`config.mk`:
```
export PLATFORM = sky130hd
export DESIGN_NAME = mcu_ctrl
export DESIGN_NICKNAME = d
export VERILOG_FILES = /design/src/rtl/mcu_ctrl.sv
export SDC_FILE = /design/constraint.sdc
export NUM_CORES = 1
export LEC_CHECK = 0
export BUFFER_PORTS_ARGS = -buffer_cell sky130_fd_sc_hd__clkbuf_2
export CORE_UTILIZATION = 35
export DETAILED_ROUTE_END_ITERATION = 8
export GPL_TIMING_DRIVEN = 0
export MAX_ROUTING_LAYER = met4
export SLEW_MARGIN = 25
export SYNTH_ARGS = -nofsm -noshare
export SYNTH_HDL_FRONTEND = slang
export SYNTH_SLANG_ARGS = --single-unit
```
`constraint.sdc`:
```
create_clock -name clk -period 1.5 [get_ports clk]
set_input_delay 0.3 -clock clk [delete_from_list [all_inputs] [get_ports clk]]
set_output_delay 0.3 -clock clk [all_outputs]
set_load 0.03 [all_outputs]
```
`src/rtl/mcu_ctrl.sv`:
```
// mcu_ctrl: write-enable sequencer for the N+2 column memories of the conv datapath.
// Ports: clk, rst (async low), i_sop/i_eop/i_chblk in; o_we, o_state, o_substate, o_memSelect out.
module mcu_ctrl #(
  parameter int N      = 2,
  parameter int STATES = 3
) (
  input  logic                       clk,
  input  logic                       rst,
  input  logic                       i_sop,
  input  logic                       i_eop,
  input  logic                       i_chblk,
  output logic [N+1:0]               o_we,
  output logic [$clog2(STATES)-1:0]  o_state,
  output logic [$clog2(N/2+1)-1:0]   o_substate,
  output logic [$clog2(N+2)-1:0]     o_memSelect
);

  localparam int SW  = $clog2(STATES);
  localparam int PW  = $clog2(N+2);
  localparam int CW  = $clog2(N+3);
  localparam int SSW = $clog2(N/2+1);

  localparam logic [PW-1:0]  P_LAST   = PW'(N+1);
  localparam logic [CW-1:0]  CNT_FULL = CW'(N+2);
  localparam logic [SSW-1:0] SUB_LAST = SSW'(N/2);

  typedef enum logic [1:0] {
    LOAD   = 2'd0,
    RUN    = 2'd1,
    UPDATE = 2'd2
  } state_t;

  state_t         state, state_n;
  logic [PW-1:0]  wr_ptr, wr_n;
  logic [CW-1:0]  load_cnt, cnt_n;
  logic [SSW-1:0] substate, sub_n;
  logic [PW-1:0]  mem_sel, sel_n;
  logic           chblk_q;
  logic           chblk_edge;
  logic           load_full;
  logic [N+1:0]   we_hot;

  function automatic logic [PW-1:0] inc(
    input logic [PW-1:0] p
  );
    return (p == P_LAST) ? '0 : p + 1'b1;
  endfunction

  assign chblk_edge = i_chblk & ~chblk_q;
  assign load_full  = (load_cnt == CNT_FULL);

  always_ff @(posedge clk or negedge rst) begin
    if (!rst) begin
      state    <= LOAD;
      wr_ptr   <= '0;
      load_cnt <= '0;
      substate <= '0;
      mem_sel  <= '0;
      chblk_q  <= 1'b0;
    end else begin
      state    <= state_n;
      wr_ptr   <= wr_n;
      load_cnt <= cnt_n;
      substate <= sub_n;
      mem_sel  <= sel_n;
      chblk_q  <= i_chblk;
    end
  end

  always_comb begin
    state_n = state;
    wr_n    = wr_ptr;
    cnt_n   = load_cnt;
    sub_n   = substate;
    sel_n   = mem_sel;
    case (state)
      LOAD: begin
        if (!load_full) begin
          if (chblk_edge) begin
            wr_n  = inc(wr_ptr);
            cnt_n = load_cnt + 1'b1;
          end
        end else if (i_sop) begin
          state_n = RUN;
          cnt_n   = '0;
        end
      end
      RUN: begin
        if (i_eop) begin
          state_n = UPDATE;
          sub_n   = '0;
        end
      end
      UPDATE: begin
        if (chblk_edge) begin
          wr_n  = inc(wr_ptr);
          sel_n = inc(mem_sel);
          if (substate == SUB_LAST) begin
            sub_n   = '0;
            state_n = LOAD;
            cnt_n   = '0;
          end else begin
            sub_n = substate + 1'b1;
          end
        end
      end
      default: state_n = LOAD;
    endcase
  end

  assign we_hot = {{(N+1){1'b0}}, 1'b1} << wr_ptr;

  always_comb begin
    o_we = '0;
    if (state == UPDATE || (state == LOAD && !load_full))
      o_we = we_hot;
  end

  assign o_state     = SW'(state);
  assign o_substate  = substate;
  assign o_memSelect = mem_sel;

endmodule

```
==> flow_metrics.py, run 1 <==
metrics = {
    "sta": {
        "worst_hold_slack_ns": 0.1475,
        "setup_viol": 7,
        "fin_crit_ns": 1.702,
        "hold_viol": 0,
        "fmax_ghz": 0.5876,
        "finalCritPeriodShare_pct": 113.5,
        "grt_setup_unrepaired": "true",
        "worst_pin_slew_ns": 0.3541,
        "worst_slack_ns": -0.2018,
        "skew_ns": 0.004627,
        "slew_violations": 0,
        "max_slew_margin_pct": 76.39,
    },
    "critical_path": {
        "arrival_ns": 1.40,
        "critPathKind": "reg -> out",
        "required_ns": 1.20,
        "worst-path-max-fanout": 4,
        "end_kind": "output port",
        "rrSetupSlack_ns": -0.15,
        "r2r_start": "load_cnt[0]",
        "start_kind": "register",
        "rr_endpoint": "load_cnt[0]",
        "rr_worst_depth": 8,
    },
    "yosys": {
        "synth_xor_xnor_area_share_pct": 0,
        "synth_top_family_by_area": "simple AND/OR/NAND/NOR gates",
        "synth_compound_area_share_pct": 5.780,
        "synth-simple-area-share_pct": 23.70,
        "syn_nets": 75,
        "synthMuxAreaShare_pct": 11.75,
        "syn_inst": 63,
        "synthesis.area_um2": 649.4,
        "ys_seq_elements": 11,
        "synth_cell_type_count": 24,
        "seq_area_frac_synth_pct": 42.39,
        "yosys.area_share.adder_pct": 13.49,
        "ys_warn_count": 0,
        "syn_area_per_cell_um2": 10.31,
    },
    "cts": {
        "numClockSinks": 11,
        "clk_latency_ns": 0.27,
        "cts_made_buffers": 3,
        "cts-root-buf": "clkbuf_4",
        "cts_tree": "done",
        "ctsLongestPathBuffers": 2,
        "cts.htree.levels": 1,
        "clkTransAtPathRegs_ns": 0.08,
    },
    "place": {
        "io_buffers": 13,
        "gp_congestion": 0.7369,
        "placed_cells": 101,
        "dp_hpwl_um": 791.9,
    },
    "floorplan": {
        "ios": 14,
        "start_util_pct": 37.61,
        "dieArea_um2": 2032,
        "die_w_um": 45.08,
        "die_h_um": 45.08,
        "rows": 15,
        "core_um2": 1727,
    },
    "pwr": {
        "fin_total_pwr_mw": 2.060,
        "irDropWorstVdd_mv": 1.223,
        "leakage_nw": 0.4712,
        "power_density_nw_per_um2": 2181,
    },
    "global_route": {
        "grt_pass1_wl_um": 1966,
        "grt_max_degree": 12,
        "grt_remaining_overflow": 0,
        "track_usage_pct": 14.19,
        "antenna_found_initial": 0,
        "grt_pass1_vias": 480,
    },
    "cells_and_area": {
        "fillCellCount": 147,
        "n_antenna_cell": 0,
        "final_cell_mix": "dfrtp_1, clkbuf_2, buf_4",
        "finalNonFillerCells": 115,
        "layout_commonest_cell": "dfrtp_1",
        "nNetsFinal": 103,
        "fin_util_pct": 54.71,
        "drive_gt1_share_pct": 46.67,
        "area_growth_syn_to_layout_pct": 45.47,
    },
    "status": {
        "violations": "negative setup slack",
        "status": "finished with violations",
    },
    "hold_path": {
        "hold_end": "chblk_q",
        "hp-start": "i_chblk",
        "whs_path_depth": 1,
        "hp-class": "in -> reg",
    },
    "run": {
        "drv_cap": 0,
    },
    "drt": {
        "drc": 0,
        "ant_nets": 0,
        "drt_wl_total_um": 1251,
        "drtIter0Drc": 12,
        "drt-pass1-iter-count": 4,
        "num_vias": 537,
        "routedWlPerCell_um": 10.88,
        "viasPerCell": 4.670,
    },
}
-- routing by layer --
layer  routed length [µm]  track usage (%)
met1                  576            16.92
met2                  593            22.03
met3                   51            3.600
met4                   29            7.273
met5                    0                -
-- kinds of logic after synthesis --
family	after synthesis
AOI/OAI and AO/OA	6
DFF	11
muxes	7
and+or+nand+nor	27
adders and majority gates	7
buffers and inverters	5
-- how the worst max path moves through the flow --
stage	startpoint	to	slack, ns	cells past startpoint
floorplan	load_cnt[0]	o_we[0]	0.002	6
global placement	load_cnt[0]	o_we[2]	-0.20	7
detailed placement	load_cnt[0]	o_we[0]	-0.22	7
CTS	load_cnt[1]	o_we[0]	-0.24	7
global route	load_cnt[0]	o_we[2]	-0.25	7
finish	load_cnt[0]	o_we[2]	-0.20	7
-- stage by stage --
| step | TNS (ns) | setup slack (ns) | instance area, µm² |
|---|---|---|---|
| after floorplan | 0 | 0.002388 | 654.4 |
| after global placement | -0.8475 | -0.2048 | 750.7 |
| after detailed placement | -0.9566 | -0.2191 | 750.7 |
| after CTS | -1.038 | -0.2403 | 905.9 |
| after global routing | -1.628 | -0.2479 | 944.7 |
| final | -1.164 | -0.2018 | 944.7 |
-- cell type report --
type | count | area, µm² | share of cell area [%]
Clock buffer | 3 | 22.52 | 2.384
Clock inverter | 1 | 5.005 | 0.5298
Inverter | 5 | 18.77 | 1.987
Multi-Input combinational cell | 47 | 405.4 | 42.91
Sequential cell | 11 | 275.3 | 29.14
Tap cell | 25 | 31.28 | 3.311
Timing Repair Buffer | 23 | 186.4 | 19.74
-- state kept, by name (all words and copies together), names as in the netlist --
| signal | count |
|---|---|
| chblk_q | 1 |
| o_substate | 1 |
| o_state | 2 |
| wr_ptr | 2 |
| o_memSelect | 2 |
| load_cnt | 3 |
-- what timing repair did --
item,CTS,global route
buffers inserted,5,4
endpoints found under the hold margin,11,0
resized for setup,22,5
setup endpoints to repair,8,9
pin swaps,7,3
hold buffers,1,0
-- power breakdown --
group | internal [mW] | switching, mW
logic | 0.652 | 0.640
clock network | 0.0988 | 0.107
registers | 0.414 | 0.148
total | 1.16 | 0.895
-- cells in the mapped netlist (all sizes together) --
cell type,count,area [µm²]
mux2,5,56.30
nand3,4,25.02
nand3b,1,7.510
nand2b,2,15.02
inv,5,18.77
ha,7,87.58
o22ai,1,6.260
a21oi,2,10.01
nand2,3,13.77
or3,1,11.26
nor2,10,40.04
o21ai,1,5.000
dfrtp,11,275.3
and2,4,25.02
o2bb2ai,1,8.760
nand4,1,6.260
a211oi,1,7.510
nor3,1,10.01
mux2i,2,20.02
-- worst max-delay path, stage by stage, from the launching register on --
cell     delay [ns]
dfrtp_1        0.39
inv_2          0.09
ha_4           0.15
nand2_4        0.05
nor2_4         0.11
nor2_4         0.05
and2_4         0.15
buf_8          0.13
Note: power is estimated with default switching activity, not from simulation.
==> run 2, diff against run 1 <==
--- a/config.mk
+++ b/config.mk
@@ -6,7 +6,9 @@
 export NUM_CORES = 1
 export LEC_CHECK = 0
 export BUFFER_PORTS_ARGS = -buffer_cell sky130_fd_sc_hd__clkbuf_2
+export CAP_MARGIN = 20
 export CORE_UTILIZATION = 35
+export CTS_BUF_LIST = sky130_fd_sc_hd__clkbuf_8
 export DETAILED_ROUTE_END_ITERATION = 8
 export GPL_TIMING_DRIVEN = 0
 export MAX_ROUTING_LAYER = met4
==> flow_metrics.py, run 2 (synthesis results as in run 1) <==
metrics = {
    "status": {
        "status": "finished with violations",
        "violations": "negative setup slack",
    },
    "critical_path": {
        "end_kind": "output port",
        "crit_chain": "inv_2 -> ha_4 -> nand2_4 -> nor2_4 -> nor2_4 -> and2_4 -> buf_8",
        "worst-path-max-fanout": 4,
        "start_kind": "register",
        "crit_slowest_cell": "dfrtp_1",
        "max_stage_delay_ns": 0.39,
        "crit_top_cell": "nor2_4",
        "rrSetupSlack_ns": -0.12,
        "critPathKind": "reg -> out",
        "arrival_ns": 1.37,
        "required_ns": 1.20,
    },
    "global_route": {
        "grt_max_degree": 12,
        "grt_pass1_vias": 483,
        "track_usage_pct": 15.48,
        "grt_pass1_wl_um": 2063,
        "antenna_found_initial": 0,
        "grt_remaining_overflow": 0,
    },
    "drt": {
        "num_vias": 529,
        "drtIter0Drc": 3,
        "drt_wl_total_um": 1277,
        "drt-pass1-iter-count": 4,
        "drc": 0,
        "ant_nets": 0,
        "viasPerCell": 4.600,
        "routedWlPerCell_um": 11.10,
    },
    "cells_and_area": {
        "layout_commonest_cell": "dfrtp_1",
        "largest-register": "load_cnt",
        "area_growth_syn_to_layout_pct": 47.78,
        "drive_gt1_share_pct": 46.67,
        "n_antenna_cell": 0,
        "largest_reg_flops": 3,
        "nNetsFinal": 103,
        "final_cell_mix": "dfrtp_1, clkbuf_2, buf_4",
        "finalNonFillerCells": 115,
    },
    "sta": {
        "max_slew_margin_pct": 76.48,
        "grt_setup_unrepaired": "true",
        "slew_violations": 0,
        "worst_slack_ns": -0.1683,
        "tns_ns": -0.9221,
        "fmax_ghz": 0.5994,
        "finalCritPeriodShare_pct": 111.2,
        "fin_crit_ns": 1.668,
        "worst_pin_slew_ns": 0.3528,
        "skew_ns": 0.006292,
        "hold_viol": 0,
        "setup_viol": 8,
    },
    "cts": {
        "clk_latency_ns": 0.24,
        "ctsLongestPathBuffers": 2,
        "cts-root-buf": "clkbuf_8",
        "numClockSinks": 11,
        "cts_made_buffers": 3,
        "clkTransAtPathRegs_ns": 0.05,
        "cts.htree.levels": 1,
        "cts_tree": "done",
    },
    "floorplan": {
        "core_um2": 1727,
        "die_w_um": 45.08,
        "start_util_pct": 37.61,
        "dieArea_um2": 2032,
        "die_h_um": 45.08,
        "rows": 15,
        "ios": 14,
    },
    "run": {
        "drv_cap": 0,
    },
    "pwr": {
        "power_density_nw_per_um2": 2264,
        "leakage_nw": 0.4779,
        "irDropWorstVdd_mv": 1.228,
    },
    "place": {
        "gp_congestion": 0.7369,
        "place_ws_ns": -0.2191,
        "dp_hpwl_um": 791.9,
        "io_buffers": 13,
        "placed_cells": 101,
    },
    "hold_path": {
        "hp-class": "in -> reg",
    },
}
run 2: cell count changes in the layout (fill, tap and decap cells not counted):
cell	previous run	this run
clkbuf_8	0	3
buf_4	8	9
clkbuf_4	3	0
buf_6	1	0
run 2: final timing paths:
| check | from | end | depth (start not counted) |
|---|---|---|---|
| min in group asynchronous | rst | o_state[1] | 2 |
| max reg2reg | load_cnt[0] | load_cnt[1] | 7 |
| max | load_cnt[0] | o_we[2] | 7 |
| min | i_chblk | chblk_q | 1 |
| max in group asynchronous | rst | load_cnt[1] | 2 |
| min reg2reg | o_memSelect[1] | o_memSelect[1] | 1 |
run 2: where the power goes:
| part | internal, mW | switching, mW | total (mW) | leakage, nW |
|---|---|---|---|---|
| Combinational | 0.659 | 0.648 | 1.31 | 0.315 |
| Clock | 0.183 | 0.121 | 0.304 | 0.0255 |
| Sequential | 0.415 | 0.147 | 0.563 | 0.138 |
| Total | 1.26 | 0.916 | 2.17 | 0.478 |
run 2: what timing repair did:
action                                  CTS  global route
pin swaps                                 7             3
resized for setup                        22             4
endpoints found under the hold margin    11             0
setup buffers                             5             4
endpoints found under the setup margin    8             9
gates cloned                              0             0
hold buffers                              1             0
run 2: final cells by class:
cell class                      instances  area [µm²]
Clock buffer                            3       41.29
Clock inverter                          1       5.005
Fill cell                             153       767.0
Inverter                                5       18.77
Multi-Input combinational cell         47       405.4
Sequential cell                        11       275.3
Tap cell                               25       31.28
Timing Repair Buffer                   23       182.7
run 2: critical path, delay by kind of cell (launching register included):
| kind | cells | cell delay [ns] |
|---|---|---|
| DFF | 1 | 0.39 |
| adders and majority gates | 1 | 0.15 |
| buffers and inverters | 2 | 0.22 |
| and+or+nand+nor | 4 | 0.36 |
run 2: layer usage:
layer / GRT usage [%] / up-vias / share of wire (%)
li1: - / 268 / -
met1: 17.17 / 246 / 45
met2: 24.35 / 11 / 50
met3: 3.600 / 4 / 2.7
met4: 10.91 / 0 / 1.8
met5: - / - / 0
run 2: through the flow:
step | hold WS (ns) | cell area (µm²) | utilization (%) | power, mW
6_report | 0.1837 | 959.7 | 55.58 | 2.173
5_1_grt | 0.1761 | 959.7 | 55.58 | 2.357
4_1_cts | 0.1761 | 924.6 | 53.55 | 2.065
3_5_place_dp | 0.1970 | 750.7 | 43.48 | 1.432
3_3_place_gp | 0.1964 | 750.7 | 43.48 | 1.410
2_1_floorplan | 0.004409 | 654.4 | - | 1.213
